===== src/rtl/alu_cmd_uart_rx.sv =====
// alu_cmd_uart_rx: 8N1 UART receiver that pairs bytes into ALU command frames.
// Byte 0 carries operands (A = [3:0], B = [7:4]); byte 1 carries the opcode in
// [3:0] with a zero upper nibble.
// Ports:
//   clk, rst          system clock, asynchronous active-high reset
//   rx                serial input, idle high, asynchronous to clk
//   cmd_a/b/op        decoded command fields, held while cmd_valid
//   cmd_valid/ready   command handshake towards the ALU
//   frame_err         one-cycle pulse: bad stop bit or nonzero byte-1 nibble
//   overrun           one-cycle pulse: completed command dropped
//   busy              receiver FSM not idle
module alu_cmd_uart_rx #(
  parameter int unsigned CLKS_PER_BIT = 16,
  parameter int unsigned TIMEOUT_BITS = 20
) (
  input  logic       clk,
  input  logic       rst,
  input  logic       rx,
  output logic [3:0] cmd_a,
  output logic [3:0] cmd_b,
  output logic [3:0] cmd_op,
  output logic       cmd_valid,
  input  logic       cmd_ready,
  output logic       frame_err,
  output logic       overrun,
  output logic       busy
);

  localparam int unsigned CNT_W      = $clog2(CLKS_PER_BIT + 1);
  localparam int unsigned TMO_CYCLES = TIMEOUT_BITS * CLKS_PER_BIT;
  localparam int unsigned TMO_W      = $clog2(TMO_CYCLES + 1);
  localparam logic [CNT_W-1:0] HALF_LAST = CNT_W'((CLKS_PER_BIT / 2) - 1);
  localparam logic [CNT_W-1:0] BIT_LAST  = CNT_W'(CLKS_PER_BIT - 1);
  localparam logic [TMO_W-1:0] TMO_LAST  = TMO_W'(TMO_CYCLES - 1);

  typedef enum logic [1:0] {
    ST_IDLE,
    ST_START,
    ST_DATA,
    ST_STOP
  } state_e;

  state_e           state_q, state_d;
  logic             rx_meta_q, rxs_q;
  logic [CNT_W-1:0] cnt_q, cnt_d;
  logic [2:0]       bit_q, bit_d;
  logic [7:0]       shift_q, shift_d;
  logic [7:0]       pend_q, pend_d;
  logic             idx_q, idx_d;
  logic [TMO_W-1:0] tmo_q, tmo_d;
  logic [3:0]       cmd_a_q, cmd_a_d;
  logic [3:0]       cmd_b_q, cmd_b_d;
  logic [3:0]       cmd_op_q, cmd_op_d;
  logic             cmd_valid_q, cmd_valid_d;
  logic             frame_err_q, frame_err_d;
  logic             overrun_q, overrun_d;
  logic             busy_q, busy_d;

  // State and output registers; synchronizer flops reset to the idle level.
  always_ff @(posedge clk or posedge rst) begin
    if (rst) begin
      rx_meta_q   <= 1'b1;
      rxs_q       <= 1'b1;
      state_q     <= ST_IDLE;
      cnt_q       <= '0;
      bit_q       <= '0;
      shift_q     <= '0;
      pend_q      <= '0;
      idx_q       <= 1'b0;
      tmo_q       <= '0;
      cmd_a_q     <= '0;
      cmd_b_q     <= '0;
      cmd_op_q    <= '0;
      cmd_valid_q <= 1'b0;
      frame_err_q <= 1'b0;
      overrun_q   <= 1'b0;
      busy_q      <= 1'b0;
    end else begin
      rx_meta_q   <= rx;
      rxs_q       <= rx_meta_q;
      state_q     <= state_d;
      cnt_q       <= cnt_d;
      bit_q       <= bit_d;
      shift_q     <= shift_d;
      pend_q      <= pend_d;
      idx_q       <= idx_d;
      tmo_q       <= tmo_d;
      cmd_a_q     <= cmd_a_d;
      cmd_b_q     <= cmd_b_d;
      cmd_op_q    <= cmd_op_d;
      cmd_valid_q <= cmd_valid_d;
      frame_err_q <= frame_err_d;
      overrun_q   <= overrun_d;
      busy_q      <= busy_d;
    end
  end

  // Receiver FSM, frame assembly, timeout and command handshake.
  always_comb begin
    state_d     = state_q;
    cnt_d       = cnt_q;
    bit_d       = bit_q;
    shift_d     = shift_q;
    pend_d      = pend_q;
    idx_d       = idx_q;
    tmo_d       = tmo_q;
    cmd_a_d     = cmd_a_q;
    cmd_b_d     = cmd_b_q;
    cmd_op_d    = cmd_op_q;
    cmd_valid_d = cmd_valid_q;
    frame_err_d = 1'b0;
    overrun_d   = 1'b0;

    if (cmd_valid_q && cmd_ready) begin
      cmd_valid_d = 1'b0;
    end

    // Pending byte 0 expires after a long idle gap; a start bit clears the
    // counter below, so this only ever fires while the line stays idle.
    if (idx_q && (state_q == ST_IDLE)) begin
      if (tmo_q == TMO_LAST) begin
        idx_d = 1'b0;
        tmo_d = '0;
      end else begin
        tmo_d = tmo_q + TMO_W'(1);
      end
    end

    case (state_q)
      ST_IDLE: begin
        if (!rxs_q) begin
          state_d = ST_START;
          cnt_d   = '0;
          bit_d   = '0;
          tmo_d   = '0;
        end
      end
      ST_START: begin
        if (cnt_q == HALF_LAST) begin
          cnt_d   = '0;
          state_d = rxs_q ? ST_IDLE : ST_DATA;
        end else begin
          cnt_d = cnt_q + CNT_W'(1);
        end
      end
      ST_DATA: begin
        if (cnt_q == BIT_LAST) begin
          cnt_d   = '0;
          shift_d = {rxs_q, shift_q[7:1]};
          bit_d   = bit_q + 3'd1;
          if (bit_q == 3'd7) begin
            state_d = ST_STOP;
          end
        end else begin
          cnt_d = cnt_q + CNT_W'(1);
        end
      end
      ST_STOP: begin
        if (cnt_q == BIT_LAST) begin
          cnt_d   = '0;
          state_d = ST_IDLE;
          if (!rxs_q) begin
            frame_err_d = 1'b1;
            idx_d       = 1'b0;
          end else if (!idx_q) begin
            pend_d = shift_q;
            idx_d  = 1'b1;
            tmo_d  = '0;
          end else if (shift_q[7:4] != 4'd0) begin
            frame_err_d = 1'b1;
            idx_d       = 1'b0;
          end else begin
            idx_d = 1'b0;
            // Loading is allowed when the held command leaves this cycle.
            if (!cmd_valid_q || cmd_ready) begin
              cmd_a_d     = pend_q[3:0];
              cmd_b_d     = pend_q[7:4];
              cmd_op_d    = shift_q[3:0];
              cmd_valid_d = 1'b1;
            end else begin
              overrun_d = 1'b1;
            end
          end
        end else begin
          cnt_d = cnt_q + CNT_W'(1);
        end
      end
      default: begin
        state_d = ST_IDLE;
      end
    endcase

    busy_d = (state_d != ST_IDLE);
  end

  assign cmd_a     = cmd_a_q;
  assign cmd_b     = cmd_b_q;
  assign cmd_op    = cmd_op_q;
  assign cmd_valid = cmd_valid_q;
  assign frame_err = frame_err_q;
  assign overrun   = overrun_q;
  assign busy      = busy_q;

endmodule


===== config.mk =====
export PLATFORM = sky130hd
export DESIGN_NAME = alu_cmd_uart_rx
export DESIGN_NICKNAME = d
export VERILOG_FILES = /design/src/rtl/alu_cmd_uart_rx.sv
export SDC_FILE = /design/constraint.sdc
export NUM_CORES = 1
export LEC_CHECK = 0
export ABC_AREA = 1
export CORE_MARGIN = 2
export CORE_UTILIZATION = 55
export CTS_BUF_LIST = sky130_fd_sc_hd__clkbuf_8 sky130_fd_sc_hd__clkbuf_16
export DETAILED_ROUTE_END_ITERATION = 16
export PLACE_DENSITY = 0.76
export SLEW_MARGIN = 20
export SYNTH_ARGS = -nofsm -noshare
export SYNTH_HDL_FRONTEND = slang
export SYNTH_SLANG_ARGS = --single-unit

===== constraint.sdc =====
create_clock -name clk -period 5.6 [get_ports clk]
set_input_delay 1.4 -clock clk [delete_from_list [all_inputs] [get_ports clk]]
set_output_delay 1.4 -clock clk [all_outputs]
set_load 0.02 [all_outputs]

==> results of run 1 <==
==> metrics by stage <==
stage	worst slack [ns]	hold WS, ns	cell area, um2	power, mW
after floorplan	2.89	0.345	2560	0.547
after global placement	2.84	0.351	2780	0.584
after detailed placement	2.81	0.347	2780	0.588
after CTS	2.90	0.365	2880	0.821
after global routing	2.86	0.368	2880	0.859
final	2.91	0.361	2880	0.812
==> power by group <==
part           switching (mW)  internal [mW]  leakage (nW)
logic                  0.0966         0.0550         0.511
clock network           0.131          0.102        0.0514
registers              0.0179          0.410         0.740
==> cell families after synthesis <==
kind of cell | Yosys count
and+or+nand+nor | 110
DFF | 54
muxes | 1
AOI/OAI and AO/OA | 52
adders and majority gates | 11
xor gates and xnor gates | 3
buffers and inverters | 46
==> path summary, 6_finish.rpt <==
path                                 startpoint                   end  slack [ns]
max reg2reg                cnt_q[0]$_DFFE_PP0P_  bit_q[0]$_DFFE_PP0P_        3.54
max                        cmd_a[0]$_DFFE_PP0P_              cmd_a[0]        2.91
min                         rx_meta_q$_DFF_PP1_       rxs_q$_DFF_PP1_        0.36
max in group asynchronous                   rst  cnt_q[4]$_DFFE_PP0P_        3.51
min reg2reg                 rx_meta_q$_DFF_PP1_       rxs_q$_DFF_PP1_        0.36
min in group asynchronous                   rst  cmd_a[1]$_DFFE_PP0P_        1.56
==> flip-flops by register name, summed over array words and instances (netlist names) <==
| register | flops |
|---|---|
| tmo_q | 9 |
| pend_q | 8 |
| shift_q | 8 |
| cnt_q | 5 |
| cmd_a | 4 |
| cmd_b | 4 |
| cmd_op | 4 |
| bit_q | 3 |
| state_q | 2 |
| busy | 1 |
| cmd_valid | 1 |
| frame_err | 1 |
| idx_q | 1 |
| overrun | 1 |
| rx_meta_q | 1 |
| rxs_q | 1 |
==> cells in the final DEF (no fill, tap or decap), drive strengths merged <==
| master | n |
|---|---|
| nand2 | 60 |
| dfrtp | 52 |
| inv | 40 |
| o21ai | 39 |
| nor2 | 25 |
| clkdlybuf4s50 | 19 |
| nand3 | 17 |
| ha | 11 |
| a21oi | 7 |
| clkbuf | 6 |
| nand4 | 3 |
| clkinv | 3 |
| nor3 | 2 |
| xor2 | 2 |
| nor3b | 2 |
| dfstp | 2 |
| o21a | 1 |
| mux2i | 1 |
| a31o | 1 |
| xnor2 | 1 |
| and3 | 1 |
| o31ai | 1 |
| o21bai | 1 |
| o211ai | 1 |
| o22ai | 1 |
==> final cells by class <==
class | instances | area share (%)
Multi-Input combinational cell | 177 | 35.2
Clock inverter | 2 | 0.609
Tap cell | 52 | 2.26
Inverter | 41 | 5.39
Clock buffer | 6 | 2.87
Timing Repair Buffer | 19 | 6.61
Sequential cell | 54 | 47.1
==> layer usage <==
| layer | wire length, um | global-route usage, % |
|---|---|---|
| met1 | 2140 | 26.9 |
| met2 | 1860 | 28.3 |
| met3 | 140 | 4.58 |
| met4 | 73 | 8.18 |
| met5 | 0 | 0 |
==> flow_summary.toml, run 1 <==
[outcome]
outcome = "complete, no violations"

[logic_synthesis]
yosysTopAreaCell = "dfrtp_1"
synthCells = 277
yosys.area_share.simple_pct = 19.8
postSynthAreaPerCell_um2 = 9.25
ys_seq_area_share_pct = 52.8
yosys_warnings = 0
syn_nets = 292
synthArstFlopShare_pct = 100
yosys.cell_count.top_type = "nand2_1"
synth.cell_area_mm2 = 0.00256
synth_compound_area_share_pct = 12.9
synth_cell_types = 34
synth_xor_area_share_pct = 1.03
synth_common_cells = "nand2_1, dfrtp_1, inv_1"
synthFlopType = "dfrtp_1"
synth_top_family_by_area = "simple AND/OR/NAND/NOR gates"
synth_fa_ha_area_share_pct = 5.37
synth_area_leaders = "dfrtp_1, nand2_1, inv_1, ha_1, o21ai_2"
synth_mux_area_share_pct = 0.391
synth_edf_count = 0
yosysTopAreaCellShare_pct = 50.8
ys_seq_elements = 54

[floorplanning]
fp.dieW_um = 72.3
row_count = 24
start_util_pct = 58.0
io_pins = 20
die_height_um = 72.3
die_area_mm2 = 0.00522
fp.coreArea_mm2 = 0.00441

[worst_setup_path]
cp_num_buf_inv = 1
worst_r2r_path_depth = 8
crit_family = "buffers and inverters"
path_depth = 1
cpPeakStageDelay_ns = 0.61
path_class = "register to output pin"
crit_path_end_kind = "output pin"
worst_path_max_delay_cell = "clkdlybuf4s50_1"
critPathMaxFanout = 2
path_cells = "clkdlybuf4s50_1"
crit_path_start_kind = "register"
cp.required_ns = 4.20
arrival_ns = 1.29

[final_layout]
multi_input_area_mm2 = 0.00101
area_delta_synth_final_pct = 12.3
nFillCells = 373
antennaDiodeCount = 0
final_cells = 351
fin_nets = 313
seq_area_mm2 = 0.00135
final_core_util_pct = 65.2
drive_above_1_share_pct = 14.0

[routing]
viasPerCell = 5.04
wl_per_cell_um = 12.0
firstDrtPassIters = 4
remaining_drc_errors = 0
vias = 1768
detail-route-antenna-nets = 0
drt_iter0_markers = 123
drt_wl_total_mm = 4.21

[pwr]
powerDensity_mw_per_mm2 = 282
vdd_drop_max_mv = 0.167
leakagePower_nw = 1.30

[cts]
clock-sinks = 54
post-cts-setup-buffer-count = 0
insertion_delay_ns = 0.31
cts.htree.levels = 2
path_clk_slew_ns = 0.10
cts_tree = "yes"
cts_resized = 0
numCtsBuffers = 5
cts.path.max_buffers = 2
clockRootBuffer = "clkbuf_8"
hold_buffers = 0

[sta]
rsz0062_at_grt = "false"
hold_violations = 0
skew_ns = 0.0110
worstMarginPinSlew_ns = 0.885
final-setup-viol-count = 0
finalMaxSlewViolations = 0
slew_headroom_pct = 41.0
fin_crit_ns = 2.69
finalSetupTns_ns = 0
max_clock_freq_mhz = 372
period_share_pct = 48.0

[grt]
grt-ovfl-total = 0
grt_util_all_layers_pct = 19.1
grt_max_degree = 55
antenna_found_initial = 0
grt_pass1_wl_mm = 7.69
grt_pass1_vias = 1722

[worst_hold_path]
hold_depth = 0
hold_path.class = "register to register"

[placed_design]
dp_cells = 343
hpwl_mm = 2.99
io_buffers = 19
gp_congestion = 0.780

[flow_run]
cap_violations = 0
(Power assumes the default switching activity.)
==> run 2, diff against run 1 <==
--- a/config.mk
+++ b/config.mk
@@ -7,10 +7,10 @@
 export LEC_CHECK = 0
 export ABC_AREA = 1
 export CORE_MARGIN = 2
-export CORE_UTILIZATION = 55
+export CORE_UTILIZATION = 52
 export CTS_BUF_LIST = sky130_fd_sc_hd__clkbuf_8 sky130_fd_sc_hd__clkbuf_16
 export DETAILED_ROUTE_END_ITERATION = 16
-export PLACE_DENSITY = 0.76
+export PLACE_DENSITY = 0.75
 export SLEW_MARGIN = 20
 export SYNTH_ARGS = -nofsm -noshare
 export SYNTH_HDL_FRONTEND = slang
==> constraint.sdc (replaced) <==
create_clock -name clk -period 2.2 [get_ports clk]
set_input_delay 0.55 -clock clk [delete_from_list [all_inputs] [get_ports clk]]
set_output_delay 0.55 -clock clk [all_outputs]
set_load 0.02 [all_outputs]
==> flow_summary.toml, run 2 (synthesis gave the netlist of run 1 again) <==
[pwr]
powerDensity_mw_per_mm2 = 725
power_frac_seq_pct = 51.4
p_sw_mw = 0.605
p_clk_share_pct = 30.0
sw_frac_of_total_pct = 28.5
vdd_drop_max_mv = 0.384
p_int_mw = 1.52
combPwrFrac_pct = 18.6
leakagePower_nw = 1.32

[final_layout]
nFillCells = 394
multi_input_area_mm2 = 0.00101
finalInstanceArea_mm2 = 0.00293
antennaDiodeCount = 0
regMostFlops = "tmo_q"
final_core_util_pct = 62.0
seq_area_mm2 = 0.00135
final_common_cell = "nand2_1"
drive_above_1_share_pct = 14.3
final_cells = 368
largest_reg_flops = 9
top_regs = "tmo_q (9), pend_q (8), shift_q (8)"
area_delta_synth_final_pct = 14.4
fin_nets = 315
layout_common_cells = "nand2_1, dfrtp_1, inv_1"

[placed_design]
io_buffers = 19
gp_congestion = 0.863
dp_cells = 360
hpwl_mm = 3.10
place_area_mm2 = 0.00282

[routing]
detail-route-antenna-nets = 0
drt_wl_total_mm = 4.32
firstDrtPassIters = 4
vias = 1836
wl_per_cell_um = 11.7
viasPerCell = 4.99
remaining_drc_errors = 0
drt_iter0_markers = 181

[sta]
worstMarginPinSlew_ns = 0.424
finalSetupTns_ns = 0
rsz0062_at_grt = "false"
whs_ns = 0.363
skew_ns = 0.00455
max_clock_freq_mhz = 504
finalMaxSlewViolations = 0
slew_headroom_pct = 71.7
hold_violations = 0
fin_crit_ns = 1.98
period_share_pct = 90.1
final-setup-viol-count = 0

[grt]
antenna_found_initial = 0
grt-ovfl-total = 0
grt_max_degree = 38
grt_pass1_wl_mm = 7.40
grt_pass1_vias = 1663
grt_util_all_layers_pct = 17.5

[cts]
clock-sinks = 54
hold_buffers = 0
cts.path.max_buffers = 2
clockRootBuffer = "clkbuf_8"
post-cts-setup-buffer-count = 0
numCtsBuffers = 5
cts_resized = 0
cts.htree.levels = 2
path_clk_slew_ns = 0.09
cts_tree = "yes"
insertion_delay_ns = 0.30

[worst_setup_path]
rrSetupSlack_ns = 0.22
cpPeakStageDelay_ns = 0.42
cp.required_ns = 2.39
arrival_ns = 2.18
crit_path_start_kind = "register"
path_common_cell = "nand2_1"
path_cells = "ha_1 -> nand2_1 -> nor2_1 -> ha_2 -> nand2_2 -> nor2_4 -> nand3_4 -> nand2_1 -> o21ai_2"
worst_path_max_delay_cell = "dfrtp_1"
critPathMaxFanout = 24
r2r_end = "cmd_b[1]$_DFFE_PP0P_"
worst_r2r_path_depth = 9
crit_path_end_kind = "register"
rr_startpoint = "cnt_q[0]$_DFFE_PP0P_"
path_class = "register to register"

[worst_hold_path]
hold_end = "rxs_q$_DFF_PP1_"
hp-start = "rx_meta_q$_DFF_PP1_"
hold_depth = 0
hold_path.class = "register to register"

[flow_run]
cap_violations = 0

[floorplanning]
fp.dieW_um = 74.2
row_count = 25
die_area_mm2 = 0.00551
io_pins = 20
fp.coreArea_mm2 = 0.00472
start_util_pct = 54.3
die_height_um = 74.2

[outcome]
outcome = "complete, no violations"
==> run 2: routing by layer <==
layer / part of all wire [%] / vias up / global-route usage [%]
li1: - / 935 / -
met1: 50 / 872 / 24.5
met2: 46 / 23 / 26.9
met3: 2.8 / 6 / 3.66
met4: 1.4 / 0 / 6.87
met5: 0 / - / 0
==> run 2: worst max-delay path by stage <==
stage | from | endpoint | depth (start not counted)
3_3_place_gp | cnt_q[0]$_DFFE_PP0P_ | cmd_b[2]$_DFFE_PP0P_ | 9
4_1_cts | cnt_q[0]$_DFFE_PP0P_ | cmd_b[1]$_DFFE_PP0P_ | 9
3_5_place_dp | cnt_q[0]$_DFFE_PP0P_ | cmd_b[1]$_DFFE_PP0P_ | 9
6_report | cnt_q[0]$_DFFE_PP0P_ | cmd_b[1]$_DFFE_PP0P_ | 9
5_1_grt | cnt_q[0]$_DFFE_PP0P_ | cmd_op[0]$_DFFE_PP0P_ | 9
2_1_floorplan | rst | bit_q[0]$_DFFE_PP0P_ | 1
==> run 2: final cells by class <==
class / count / area share, %
flip-flops and latches: 54 / 46.2
multi-input cells: 177 / 34.6
repair buffers: 21 / 7.43
inverters: 41 / 5.25
well taps: 67 / 2.86
clock buffers: 5 / 2.35
clock inverters: 3 / 1.28
==> run 2: power groups by stage <==
| stage | Combinational (mW) | Clock, mW | Sequential, mW |
|---|---|---|---|
| floorplan | 0.285 | 0 | 1.11 |
| global placement | 0.389 | 0 | 1.10 |
| detailed placement | 0.397 | 0 | 1.11 |
| CTS | 0.401 | 0.656 | 1.09 |
| global route | 0.451 | 0.696 | 1.10 |
| finish | 0.396 | 0.638 | 1.09 |
==> run 2: through the flow <==
step / setup WS (ns) / power (mW)
6_report: 0.217 / 2.12
5_1_grt: 0.0643 / 2.24
4_1_cts: 0.149 / 2.15
3_5_place_dp: 0.173 / 1.51
3_3_place_gp: 0.304 / 1.49
2_1_floorplan: 0.339 / 1.39
==> run 2: worst max-delay path, delay by kind of cell (launching register included) <==
family                     cells  cell delay [ns]
and+or+nand+nor                6             0.89
AOI/OAI and AO/OA              1             0.06
adders and majority gates      2             0.49
DFF                            1             0.42
==> RTL edit, RTL diff (flow settings as in run 2) <==
The parameter `TIMEOUT_BITS` goes from 20 to 40.
--- a/src/rtl/alu_cmd_uart_rx.sv
+++ b/src/rtl/alu_cmd_uart_rx.sv
@@ -12,5 +12,5 @@
 module alu_cmd_uart_rx #(
   parameter int unsigned CLKS_PER_BIT = 16,
-  parameter int unsigned TIMEOUT_BITS = 20
+  parameter int unsigned TIMEOUT_BITS = 40
 ) (
   input  logic       clk,
Check against the original RTL: same outputs for any inputs over 10 cycles, from zero or initial values and one cycle with rst high; that may be too few to reach the edited logic, so the function may still have changed.
==> RTL edit against run 2 <==
Synthesized area up 3.2%. Total power decreased by 3.2%. Final area grew 2.3%. Count of clock-buffer cells in the layout did not move. Wire length is 3.8% lower. First-iteration DRC count fell by 33%. Worst setup slack improved by 7.6 ps. Global-route usage is 1.0 points lower. Highest routed layer unchanged. Clock skew up 5.2 ps. Sequential cell count grew 1.
==> RTL edit: results (changes against run 2) <==
cpPeakStageDelay_ps: 400  # -20 ps
nNonClkBuffers: 22  # +4.8%
min_path_type: "reg2reg"
pre_cts_ws_ps: 240  # +67.0 ps
dpl-instance-area_um2: 2910  # +3.1%
arrival_ps: 2160  # -20 ps
grt_pass1_vias: 1675  # +0.72%
nNetsFinal: 325  # +3.2%
routed_wl_mm: 4.15  # -3.8%
layout-drive-gt1-share_pct: 13.2  # -1.1 points
grt_first_pass_wirelength_mm: 7.18  # -3.1%
synthDistinctLibCells: 28  # -18%
fin_skew_ps: 9.75  # +5.19 ps
drtPass1Iterations: 4  # unchanged
via_count: 1856  # +1.1%
dp_cells: 370  # +2.8%
synth_mux_area_share_pct: 0.757  # +0.37 points
leakage_nw: 1.36  # +2.5%
critPathMaxFanout: 9  # -63%
place_hpwl_mm: 2.93  # -5.8%
seqCellArea_um2: 1380  # +1.8%
antenna_cells: 0  # unchanged
synthXorXnorAreaFrac_pct: 2.32  # +1.3 points
grt_max_degree: 56  # +47%
ir_worst_vdd_mv: 0.572  # +49%
sh_seq_area_pct: 46.0  # -0.21 points
synth_nets: 301  # +3.1%
fillCellCount: 444  # +13%
top_regs: "tmo_q (10), pend_q (8), shift_q (8)"
grt.total_usage_pct: 16.5  # -1.0 points
synth-compound-area-share_pct: 11.8  # -1.1 points
worstMarginPinSlew_ps: 334  # -90.0 ps
syn-mean-instance-area_um2: 9.25  # about the same
inv_count: 43  # +4.9%
synth_seq_area_share_pct: 52.1  # -0.70 points
synth.top_cells.by_count: "59 x nand2_1, 53 x dfrtp_1, 40 x inv_1"
gp_congestion: 0.827  # -4.2%
core-area_um2: 4820  # +2.0%
multi_input_gates: 183  # +3.4%
clock_area_share_pct: 2.96  # -0.67 points
drt-wirelength-per-cell_um: 11.0  # -6.4%
ys_top_cells_by_area: "dfrtp_1 50%, nand2_1 8.4%, inv_1 5.7%"
drt_iter0_drc: 121  # -33%
nonClkBufAreaFrac_pct: 7.51  # +0.083 points
seq_cell_count: 55  # +1.9%
synth_adder_area_share_pct: 5.20  # -0.17 points
multi_input_area_share_pct: 35.4  # +0.72 points
status: "completed"
## RTL edit: power by group
group	leakage [nW]	switching, W	internal (W)
clock network	0.0460	0.000331	0.000225
logic	0.557	0.000250	0.000149
registers	0.754	0.0000402	0.00106
total	1.36	0.000621	0.00143
## RTL edit: final timing paths
path	startpoint	end	slack, ps	cells after the start
setup / recovery	cnt_q[0]	tmo_q[9]	220	10
hold / removal	rx_meta_q	rxs_q	360	0
setup reg to reg	cnt_q[0]	tmo_q[9]	220	10
hold reg to reg	rx_meta_q	rxs_q	360	0
max in group asynchronous	rst	rxs_q	1290	3
min in group asynchronous	rst	cmd_a[3]	590	3
## RTL edit: metal layers
metal	part of all wire [%]	GRT usage, %	vias to the layer above
met2	47	26.8	28
met3	3.6	3.84	5
met1	48	21.9	865
met4	1.3	5.65	0
met5	0	0	-
li1	-	-	958
